<file path="src/rtl/multicycle_ctrl.sv">
// multicycle_ctrl
// ---------------
// Control FSM for a multicycle RV32I-style datapath. It walks each instruction
// through FETCH -> DECODE -> EXEC [-> MEM [-> WB]] and drives the datapath
// enables. Outputs are decoded from the current state, the opcode and the acks,
// so ir_we_o can fire in the same cycle as imem_ack_i.
//
// Parameters
//   TIMEOUT      maximum cycles to wait in FETCH or MEM for an acknowledge
// Ports
//   clk_i        clock, rising edge
//   rst_i        asynchronous active-high reset; forces every output low at once
//   instr_i      instruction register contents (valid from DECODE onward)
//   br_taken_i   branch comparator result, used in EXEC
//   imem_ack_i   instruction memory acknowledge (only seen in FETCH)
//   dmem_ack_i   data memory acknowledge (only seen in MEM)
//   imem_req_o   instruction fetch request
//   dmem_req_o   data memory request
//   dmem_we_o    data memory write enable (stores)
//   ir_we_o      instruction register write enable
//   pc_we_o      PC write enable
//   rf_we_o      register file write enable
//   pc_sel_o     next-PC select: 0=pc+4, 1=pc+imm, 2=ALU (JALR)
//   imm_sel_o    immediate format: 0=none, 1=I, 2=S, 3=B, 4=J
//   wb_sel_o     write-back source: 0=ALU, 1=memory, 2=pc+4
//   retire_o     one pulse per completed instruction (same as pc_we_o)
//   illegal_o    sticky: trapped on an unknown opcode
//   timeout_o    sticky: trapped waiting for a memory acknowledge
module multicycle_ctrl #(
   parameter int TIMEOUT = 16
) (
   input  logic        clk_i,
   input  logic        rst_i,
   input  logic [31:0] instr_i,
   input  logic        br_taken_i,
   input  logic        imem_ack_i,
   input  logic        dmem_ack_i,
   output logic        imem_req_o,
   output logic        dmem_req_o,
   output logic        dmem_we_o,
   output logic        ir_we_o,
   output logic        pc_we_o,
   output logic        rf_we_o,
   output logic [1:0]  pc_sel_o,
   output logic [2:0]  imm_sel_o,
   output logic [1:0]  wb_sel_o,
   output logic        retire_o,
   output logic        illegal_o,
   output logic        timeout_o
);

   localparam logic [6:0] OP_R     = 7'b0110011;
   localparam logic [6:0] OP_IALU  = 7'b0010011;
   localparam logic [6:0] OP_LOAD  = 7'b0000011;
   localparam logic [6:0] OP_STORE = 7'b0100011;
   localparam logic [6:0] OP_BR    = 7'b1100011;
   localparam logic [6:0] OP_JAL   = 7'b1101111;
   localparam logic [6:0] OP_JALR  = 7'b1100111;

   localparam int             CW      = (TIMEOUT > 1) ? $clog2(TIMEOUT) : 1;
   localparam logic [CW-1:0]  CNT_MAX = CW'(TIMEOUT - 1);

   typedef enum logic [2:0] {
      S_FETCH,
      S_DECODE,
      S_EXEC,
      S_MEM,
      S_WB,
      S_TRAP
   } state_t;

   state_t        state_q, state_d;
   logic [CW-1:0] cnt_q, cnt_d;
   logic          illegal_q, illegal_d;
   logic          timeout_q, timeout_d;

   // Raw (pre-reset-gating) output decode
   logic       imem_req_c, dmem_req_c, dmem_we_c, ir_we_c, pc_we_c, rf_we_c;
   logic [1:0] pc_sel_c, wb_sel_c;
   logic [2:0] imm_sel_c;

   logic [6:0] opcode;
   assign opcode = instr_i[6:0];

   // Only the opcode field steers control; the rest belongs to the datapath.
   logic unused_instr_bits;
   assign unused_instr_bits = ^instr_i[31:7];

   function automatic logic [2:0] imm_of(input logic [6:0] op);
      case (op)
         OP_LOAD, OP_IALU, OP_JALR: imm_of = 3'd1;
         OP_STORE:                  imm_of = 3'd2;
         OP_BR:                     imm_of = 3'd3;
         OP_JAL:                    imm_of = 3'd4;
         default:                   imm_of = 3'd0;
      endcase
   endfunction

   function automatic logic is_legal(input logic [6:0] op);
      is_legal = (op == OP_R) || (op == OP_IALU) || (op == OP_LOAD) ||
                 (op == OP_STORE) || (op == OP_BR) || (op == OP_JAL) ||
                 (op == OP_JALR);
   endfunction

   always_comb begin
      state_d    = state_q;
      cnt_d      = cnt_q;
      illegal_d  = illegal_q;
      timeout_d  = timeout_q;
      imem_req_c = 1'b0;
      dmem_req_c = 1'b0;
      dmem_we_c  = 1'b0;
      ir_we_c    = 1'b0;
      pc_we_c    = 1'b0;
      rf_we_c    = 1'b0;
      pc_sel_c   = 2'd0;
      wb_sel_c   = 2'd0;
      imm_sel_c  = 3'd0;

      // Immediate format is held for the whole instruction once decoded.
      if (state_q inside {S_DECODE, S_EXEC, S_MEM, S_WB})
         imm_sel_c = imm_of(opcode);

      case (state_q)
         S_FETCH: begin
            imem_req_c = 1'b1;
            // Ack wins over the timeout in the last allowed cycle.
            if (imem_ack_i) begin
               ir_we_c = 1'b1;
               state_d = S_DECODE;
            end else if (cnt_q == CNT_MAX) begin
               state_d   = S_TRAP;
               timeout_d = 1'b1;
            end else begin
               cnt_d = cnt_q + CW'(1);
            end
         end

         S_DECODE: begin
            if (is_legal(opcode)) begin
               state_d = S_EXEC;
            end else begin
               state_d   = S_TRAP;
               illegal_d = 1'b1;
            end
         end

         S_EXEC: begin
            state_d = S_FETCH;
            cnt_d   = '0;
            case (opcode)
               OP_R, OP_IALU: begin
                  rf_we_c = 1'b1;
                  pc_we_c = 1'b1;
               end
               OP_BR: begin
                  pc_we_c  = 1'b1;
                  pc_sel_c = br_taken_i ? 2'd1 : 2'd0;
               end
               OP_JAL: begin
                  rf_we_c  = 1'b1;
                  wb_sel_c = 2'd2;
                  pc_we_c  = 1'b1;
                  pc_sel_c = 2'd1;
               end
               OP_JALR: begin
                  rf_we_c  = 1'b1;
                  wb_sel_c = 2'd2;
                  pc_we_c  = 1'b1;
                  pc_sel_c = 2'd2;
               end
               OP_LOAD, OP_STORE: begin
                  state_d = S_MEM;
               end
               default: begin
                  // Opcode changed under us after DECODE: treat as illegal.
                  state_d   = S_TRAP;
                  illegal_d = 1'b1;
               end
            endcase
         end

         S_MEM: begin
            dmem_req_c = 1'b1;
            dmem_we_c  = (opcode == OP_STORE);
            if (dmem_ack_i) begin
               if (opcode == OP_STORE) begin
                  pc_we_c = 1'b1;
                  state_d = S_FETCH;
                  cnt_d   = '0;
               end else begin
                  state_d = S_WB;
               end
            end else if (cnt_q == CNT_MAX) begin
               state_d   = S_TRAP;
               timeout_d = 1'b1;
            end else begin
               cnt_d = cnt_q + CW'(1);
            end
         end

         S_WB: begin
            rf_we_c  = 1'b1;
            wb_sel_c = 2'd1;
            pc_we_c  = 1'b1;
            state_d  = S_FETCH;
            cnt_d    = '0;
         end

         S_TRAP: begin
            state_d = S_TRAP;
         end

         default: begin
            state_d = S_TRAP;
         end
      endcase
   end

   always_ff @(posedge clk_i or posedge rst_i) begin
      if (rst_i) begin
         state_q   <= S_FETCH;
         cnt_q     <= '0;
         illegal_q <= 1'b0;
         timeout_q <= 1'b0;
      end else begin
         state_q   <= state_d;
         cnt_q     <= cnt_d;
         illegal_q <= illegal_d;
         timeout_q <= timeout_d;
      end
   end

   // The state sits in FETCH during reset, so the decoded outputs are masked
   // by rst_i to keep everything low for as long as reset is held.
   assign imem_req_o = imem_req_c & ~rst_i;
   assign dmem_req_o = dmem_req_c & ~rst_i;
   assign dmem_we_o  = dmem_we_c  & ~rst_i;
   assign ir_we_o    = ir_we_c    & ~rst_i;
   assign pc_we_o    = pc_we_c    & ~rst_i;
   assign rf_we_o    = rf_we_c    & ~rst_i;
   assign pc_sel_o   = rst_i ? 2'd0 : pc_sel_c;
   assign imm_sel_o  = rst_i ? 3'd0 : imm_sel_c;
   assign wb_sel_o   = rst_i ? 2'd0 : wb_sel_c;
   assign retire_o   = pc_we_o;
   assign illegal_o  = illegal_q;
   assign timeout_o  = timeout_q;

endmodule

</file>
<file path="config.mk">
export PLATFORM = sky130hd
export DESIGN_NAME = multicycle_ctrl
export DESIGN_NICKNAME = d
export VERILOG_FILES = /design/src/rtl/multicycle_ctrl.sv
export SDC_FILE = /design/constraint.sdc
export NUM_CORES = 1
export LEC_CHECK = 0
export BUFFER_PORTS_ARGS = -buffer_cell sky130_fd_sc_hd__buf_2
export CORE_MARGIN = 3
export CORE_UTILIZATION = 44
export DETAILED_ROUTE_END_ITERATION = 16
export MAX_ROUTING_LAYER = met4
export PLACE_DENSITY_LB_ADDON = 0.25
export REMOVE_ABC_BUFFERS = 1
export SYNTH_ARGS = -nofsm -noshare
export SYNTH_HDL_FRONTEND = slang
export SYNTH_SLANG_ARGS = --single-unit
</file>
<file path="constraint.sdc">
create_clock -name clk_i -period 3.9 [get_ports clk_i]
set_input_delay 0.195 -clock clk_i [delete_from_list [all_inputs] [get_ports clk_i]]
set_output_delay 0.195 -clock clk_i [all_outputs]
set_load 0.005 [all_outputs]
</file>
After elaboration in Yosys (flattened, before gate mapping)
Index checks and enable logic that the tools add are counted.

Register bits: 9. Input port bits: 37. Output and inout port bits: 16.

Add/sub/neg operators: 1. Equal/unequal tests: 17. Muxes and demuxes: 40. Bitwise operators: 7. Reductions and logical operators: 21.

Operators by type and width (number): 7-bit equality test (second input constant) (3); 3-bit 2-to-1 mux (7); 4-bit 2-to-1 mux (4); 1-bit 2-to-1 mux (15); 3-bit case mux with 5 select lines (1); 7-bit by 6-bit equality test with 1-bit output (second input constant) (2); 3-bit case mux with 4 select lines (1); 4-bit case mux with 3 select lines (1); 3-bit AND reduction (3); 2-bit 2-to-1 mux (4); 2-bit inequality test (second input constant) (4); 7-bit by 2-bit equality test with 1-bit output (second input constant) (1); 7-bit by 5-bit equality test with 1-bit output (second input constant) (1); 7-bit OR reduction (1); 1-bit bitwise AND (6); 3-bit by 2-bit equality test with 1-bit output (second input constant) (2); 1-bit logical OR (6); 1-bit case mux with 2 select lines (3); 2-bit case mux with 3 select lines (1); 3-bit case mux with 2 select lines (1); 2-bit OR reduction (3); 5-bit OR reduction (1); 4-bit by 1-bit adder with 4-bit output (second input constant) (1); 4-bit equality test (second input constant) (1); other kinds (12) (13).

Logic depth before layout (Yosys ltp)
Depth in word-level cells: 9. Gate-level depth with buffers: 7. Depth with buffers taken out: 5.

Worst setup path before layout
No wires, ideal clock.

Kind: input -> output. Start point: input port instr_i[4]. End point: output port retire_o. Arrival: 1.464 ns. Setup slack: 2.241 ns. Cell stages on the path: 5. Cell sequence: nand2b_1 -> a211o_1 -> a2111o_1 -> a21oi_1 -> buf_4.

Word-level cells in the longest chain between the ends: 5. Elaborated cells on any way between the ends: 12. Those cells by class: eq/ne (6); mux (4); bitwise (1); reduce/logical (1).

RTL lines: start: declaration (line 34) `input logic [31:0] instr_i,`; 7-bit by 6-bit equality test with 1-bit output (tied with other cells) (line 151) `case (opcode)`; 5-bit OR reduction (no line) or 1-bit 2-to-1 mux (tied branches); 1-bit 2-to-1 mux, on equally long branches (line 151, 186); 1-bit case mux with 3 select lines * (line 124) `case (state_q)`; 1-bit bitwise AND * (line 240) `assign pc_we_o = pc_we_c & ~rst_i;`; end: declaration (line 47) `output logic retire_o,`.

Mark *: on every way between the ends. The rest lies on a longest branch, timed or not.

Worst setup path after layout
Start point: register state_q[2]. End point: output port retire_o.

Word-level cells in the longest chain between the ends: 3. Elaborated cells on any way between the ends: 5. Those cells by class: eq/ne (3); mux (1); bitwise (1).

RTL lines: start: declaration (line 72) `state_t state_q, state_d;`; start signal: assignment (line 227) `state_q <= state_d;`; 3-bit equality test or 3-bit by 2-bit equality test with 1-bit output (tied branches) (line 124); 1-bit case mux with 3 select lines * (line 124); 1-bit bitwise AND * (line 240).

Marked as above.

==> Implementation_results.wiki <==
{| class="wikitable"
! Metric !! Value
|-
| Smallest hold slack || 0.3515 ns
|-
| Area of the core || 1629 sq um
|-
| Max Freq || 0.4994 GHz
|-
| Clock transition time at the flip-flop clock pins of the worst setup and hold paths || 0.06 ns
|-
| Capturing element type of the critical path || primary output
|-
| Share of power burned in combinational logic || 43.4%
|-
| Hold violation count in the final report || 0
|-
| CTS tree || yes
|-
| Worst path buffer plus inverter count || 1
|-
| DP HPWL || 1512 um
|-
| Remaining global-route overflow || 0
|-
| Worst Hold Path Cells || 4
|-
| RR Startpoint || state_q[2]
|-
| Worst reg2reg path endpoint || cnt_q[0]
|-
| Boundary Pins || 53
|-
| Share of the clock period used by the worst path || 51.35%
|-
| Switching Fraction || 41.92%
|-
| Root buffer cell || sky130_fd_sc_hd__clkbuf_4
|-
| Portion of netlist area occupied by mux cells || 0%
|-
| Kind of critical path || reg -> out
|-
| Post-synth EDFFs || 0
|-
| Final number of setup-violating endpoints || 0
|-
| Number of antenna violations at the first check in global routing || 0
|-
| Via/cell ratio || 5.758
|-
| Setup skew after layout || 0.003482 ns
|-
| Family with the most delay on the worst path || compound AO/OA/AOI/OAI gates
|-
| Arithmetic-cell share of the synthesized area counting full adders, half adders and majority gates || 1.534%
|-
| Number of global-route vias before repair || 721
|-
| Average size of a mapped cell || 8.240 sq um
|-
| Total count of max-transition violations in the final report || 0
|-
| Sink count of the clock tree || 9
|-
| Data required time of the worst path || 3.70 ns
|-
| Wire length per cell || 13.49 um
|-
| Switching power summed over all nets || 0.0001809 W
|-
| Proportion of power drawn by flip-flops and latches || 38.9%
|-
| Unrepaired setup endpoints after global routing || no
|-
| Maximum cell stage delay along the critical path || 0.55 ns
|-
| Maximum clock insertion buffer count || 2
|-
| Initial Util || 50.08%
|-
| Overall Global Routing Usage || 18.43%
|-
| Main combinational cell family by area after synthesis || simple AND/OR/NAND/NOR gates
|-
| Data arrival at the endpoint of the critical path || 1.81 ns
|-
| 1st-pass router iterations || 4
|-
| Max-slew headroom || 68.48%
|-
| Post-synthesis compound-gate area fraction || 29.29%
|-
| H-tree level count || 1
|-
| Yosys synthesis warning count || 0
|-
| Final critical path time including I/O delays and setup || 2.003 ns
|-
| Net count reported at finish || 164
|-
| # Post-CTS Setup Buffers || 0
|-
| Global-route wire length before repair || 3346 um
|-
| Element type at the critical path start || register
|-
| Cell count after synthesis || 99
|-
| Largest net degree at the start of global routing || 17
|-
| Number of rows created at floorplan || 14
|-
| Detail Route Antenna Nets || 0
|-
| Iteration-0 DRC count of the detailed router || 28
|-
| Count of maximum capacitance violations || 0
|-
| Outcome || finished, final reports clean
|-
| Post-synthesis async set-or-reset flop share || 100.0%
|-
| Maximum net fanout on the critical path || 16
|-
| Count of state elements after synthesis || 9
|-
| Overall via count from detail_route || 858
|-
| Clock share of power || 17.7%
|-
| TritonCTS buffer count || 3
|-
| Internal Power || 0.0002507 W
|-
| N_diodes || 0
|-
| Sequential element share of the synthesized area || 27.61%
|-
| Total wire length after detailed routing || 2010 um
|-
| Cells along the critical path || nand2b_1, a2111o_1, a21oi_1, buf_2
|-
| Insertion delay of the later-clocked pin in the worst-skew pair || 0.28 ns
|-
| Worst hold endpoint || state_q[0]
|-
| Share of post-route cells with drive strength above 1 || 31.20%
|-
| Final estimated routing congestion in global placement || 0.8596
|-
| Cell type with the largest total area after synthesis || sky130_fd_sc_hd__dfrtp_1
|-
| Peak supply drop || 0.0002592 V
|-
| Start point of the worst hold path || imem_ack_i
|-
| Post-synthesis xor/xnor area fraction || 1.074%
|-
| Leading cell types by total area after synthesis || sky130_fd_sc_hd__dfrtp_1 28%, sky130_fd_sc_hd__a21oi_1 4.9%, sky130_fd_sc_hd__nor3_1 4.3%, sky130_fd_sc_hd__nand2b_1 3.8%, sky130_fd_sc_hd__buf_4 3.7%
|-
| Transition time at the pin with the least slew margin || 0.4728 ns
|-
| Ys flop type || sky130_fd_sc_hd__dfrtp_1
|-
| Setup_tns || 0 ns
|-
| Remaining design rule violation count || 0
|-
| Number of port buffers || 27
|-
| Simple-gate share of the synthesized area || 34.82%
|-
| Reg-to-reg slack, setup || 2.21 ns
|-
| Synthesis-to-layout area growth || 20.09%
|-
| PD cells || 440.6 nW/um^2
|-
| Summed instance area of the synthesized netlist || 815.8 sq um
|-
| HP Class || in -> reg
|-
| Total power of the final layout || 0.0004316 W
|-
| Die extent in y || 49.06 um
|-
| Die footprint || 2407 sq um
|-
| Cell with the largest stage delay on the worst path || sky130_fd_sc_hd__dfrtp_1
|-
| Count of different cell masters after synthesis || 42
|-
| P_leak || 0.4374 nW
|-
| Logic depth of the worst register-to-register path || 4
|-
| Final core area utilization || 60.14%
|-
| Area share of the largest cell type after synthesis || 27.61%
|-
| Die outline width || 49.06 um
|}
## worst reg2reg max path: stages, from the launching register on
cell                        delay (ns)
sky130_fd_sc_hd__dfrtp_1          0.55
sky130_fd_sc_hd__nand2b_1         0.28
sky130_fd_sc_hd__o2bb2ai_1        0.35
sky130_fd_sc_hd__o211ai_1         0.16
sky130_fd_sc_hd__a22o_1           0.25
## metal layers
layer	part of all wire [%]	wire, um	global-route usage (%)
met4	1.0	21	8.531
met1	50	996	26.45
met5	0	0	-
met2	43	865	23.44
met3	6.3	126	4.893
## cells in the final DEF (no fill, tap or decap), types with 2 or more instances in the layout
master | synthesis | routed
sky130_fd_sc_hd__clkbuf_4 | 0 | 3
sky130_fd_sc_hd__o211ai_1 | 2 | 2
sky130_fd_sc_hd__or3_1 | 2 | 2
sky130_fd_sc_hd__a21oi_1 | 8 | 8
sky130_fd_sc_hd__a31o_2 | 2 | 2
sky130_fd_sc_hd__a31oi_1 | 3 | 3
sky130_fd_sc_hd__nand2b_1 | 5 | 5
sky130_fd_sc_hd__and3_1 | 4 | 4
sky130_fd_sc_hd__dfrtp_1 | 9 | 9
sky130_fd_sc_hd__o21ai_1 | 2 | 2
sky130_fd_sc_hd__inv_1 | 2 | 2
sky130_fd_sc_hd__nor3_1 | 7 | 7
sky130_fd_sc_hd__a211o_1 | 2 | 2
sky130_fd_sc_hd__a211oi_1 | 2 | 2
sky130_fd_sc_hd__nand3_1 | 2 | 2
sky130_fd_sc_hd__o21bai_1 | 2 | 2
sky130_fd_sc_hd__nor2b_1 | 2 | 2
sky130_fd_sc_hd__nor2_1 | 7 | 7
sky130_fd_sc_hd__buf_2 | 1 | 27
sky130_fd_sc_hd__nand2_1 | 7 | 7
sky130_fd_sc_hd__a32o_1 | 2 | 2
sky130_fd_sc_hd__nor4_1 | 2 | 2
## cell families after synthesis
| family | count (synthesis) |
|---|---|
| simple gates | 48 |
| compound gates | 32 |
| flops | 9 |
| buf+inv | 8 |
| xor+xnor | 1 |
| fa+ha+maj | 1 |
## area by class of cell
| type | count | area, sq um |
|---|---|---|
| repair buffers | 28 | 145.1 |
| well taps | 24 | 30.03 |
| multi-input cells | 82 | 544.3 |
| clock buffers | 3 | 22.52 |
| flip-flops and latches | 9 | 225.2 |
| clock inverters | 1 | 5.005 |
| fillers | 152 | 649.4 |
| inverters | 2 | 7.507 |
## flip-flops by register name, indices dropped and copies added (netlist names)
name / flops
illegal_o: 1
timeout_o: 1
cnt_q: 4
state_q: 3
## Yosys cell counts, types with 2 or more instances
cell type	n
sky130_fd_sc_hd__a211o_1	2
sky130_fd_sc_hd__a211oi_1	2
sky130_fd_sc_hd__a21oi_1	8
sky130_fd_sc_hd__a31o_2	2
sky130_fd_sc_hd__a31oi_1	3
sky130_fd_sc_hd__a32o_1	2
sky130_fd_sc_hd__and3_1	4
sky130_fd_sc_hd__buf_4	4
sky130_fd_sc_hd__dfrtp_1	9
sky130_fd_sc_hd__inv_1	2
sky130_fd_sc_hd__nand2_1	7
sky130_fd_sc_hd__nand2b_1	5
sky130_fd_sc_hd__nand3_1	2
sky130_fd_sc_hd__nor2_1	7
sky130_fd_sc_hd__nor2b_1	2
sky130_fd_sc_hd__nor3_1	7
sky130_fd_sc_hd__nor4_1	2
sky130_fd_sc_hd__o211ai_1	2
sky130_fd_sc_hd__o21ai_1	2
sky130_fd_sc_hd__o21bai_1	2
sky130_fd_sc_hd__or3_1	2
## through the flow
step / cells / instance area, sq um / setup WS (ns)
2_1_floorplan: 93 / 777.0 / 2.352
3_3_place_gp: 144 / 942.2 / 2.053
3_5_place_dp: 144 / 942.2 / 2.059
4_1_cts: 149 / 979.7 / 1.902
5_1_grt: 149 / 979.7 / 1.732
6_report: 149 / 979.7 / 1.897
## power by group through the flow
stage / Combinational, W / Sequential (W) / Clock, W
floorplan: 0.000141 / 0.000156 / 0
global placement: 0.000181 / 0.000168 / 0
detailed placement: 0.000185 / 0.000169 / 0
CTS: 0.000187 / 0.000167 / 0.0000798
global route: 0.000210 / 0.000174 / 0.0000841
finish: 0.000187 / 0.000168 / 0.0000762
## worst max path at each step
stage	start	endpoint	slack, ns	cells past startpoint
2_1_floorplan	instr_i[4]	pc_we_o	2.35	4
3_3_place_gp	instr_i[4]	retire_o	2.05	6
3_5_place_dp	instr_i[4]	retire_o	2.06	6
4_1_cts	state_q[2]	retire_o	1.90	4
5_1_grt	state_q[2]	pc_sel_o[1]	1.73	4
6_report	state_q[2]	retire_o	1.90	4
## repair_timing
item                                   CTS  global route
resized for setup                        0             0
setup endpoints to repair                0             0
endpoints found under the hold margin    9             0
hold buffers                             1             0
Power figures use the tool's default switching activity.
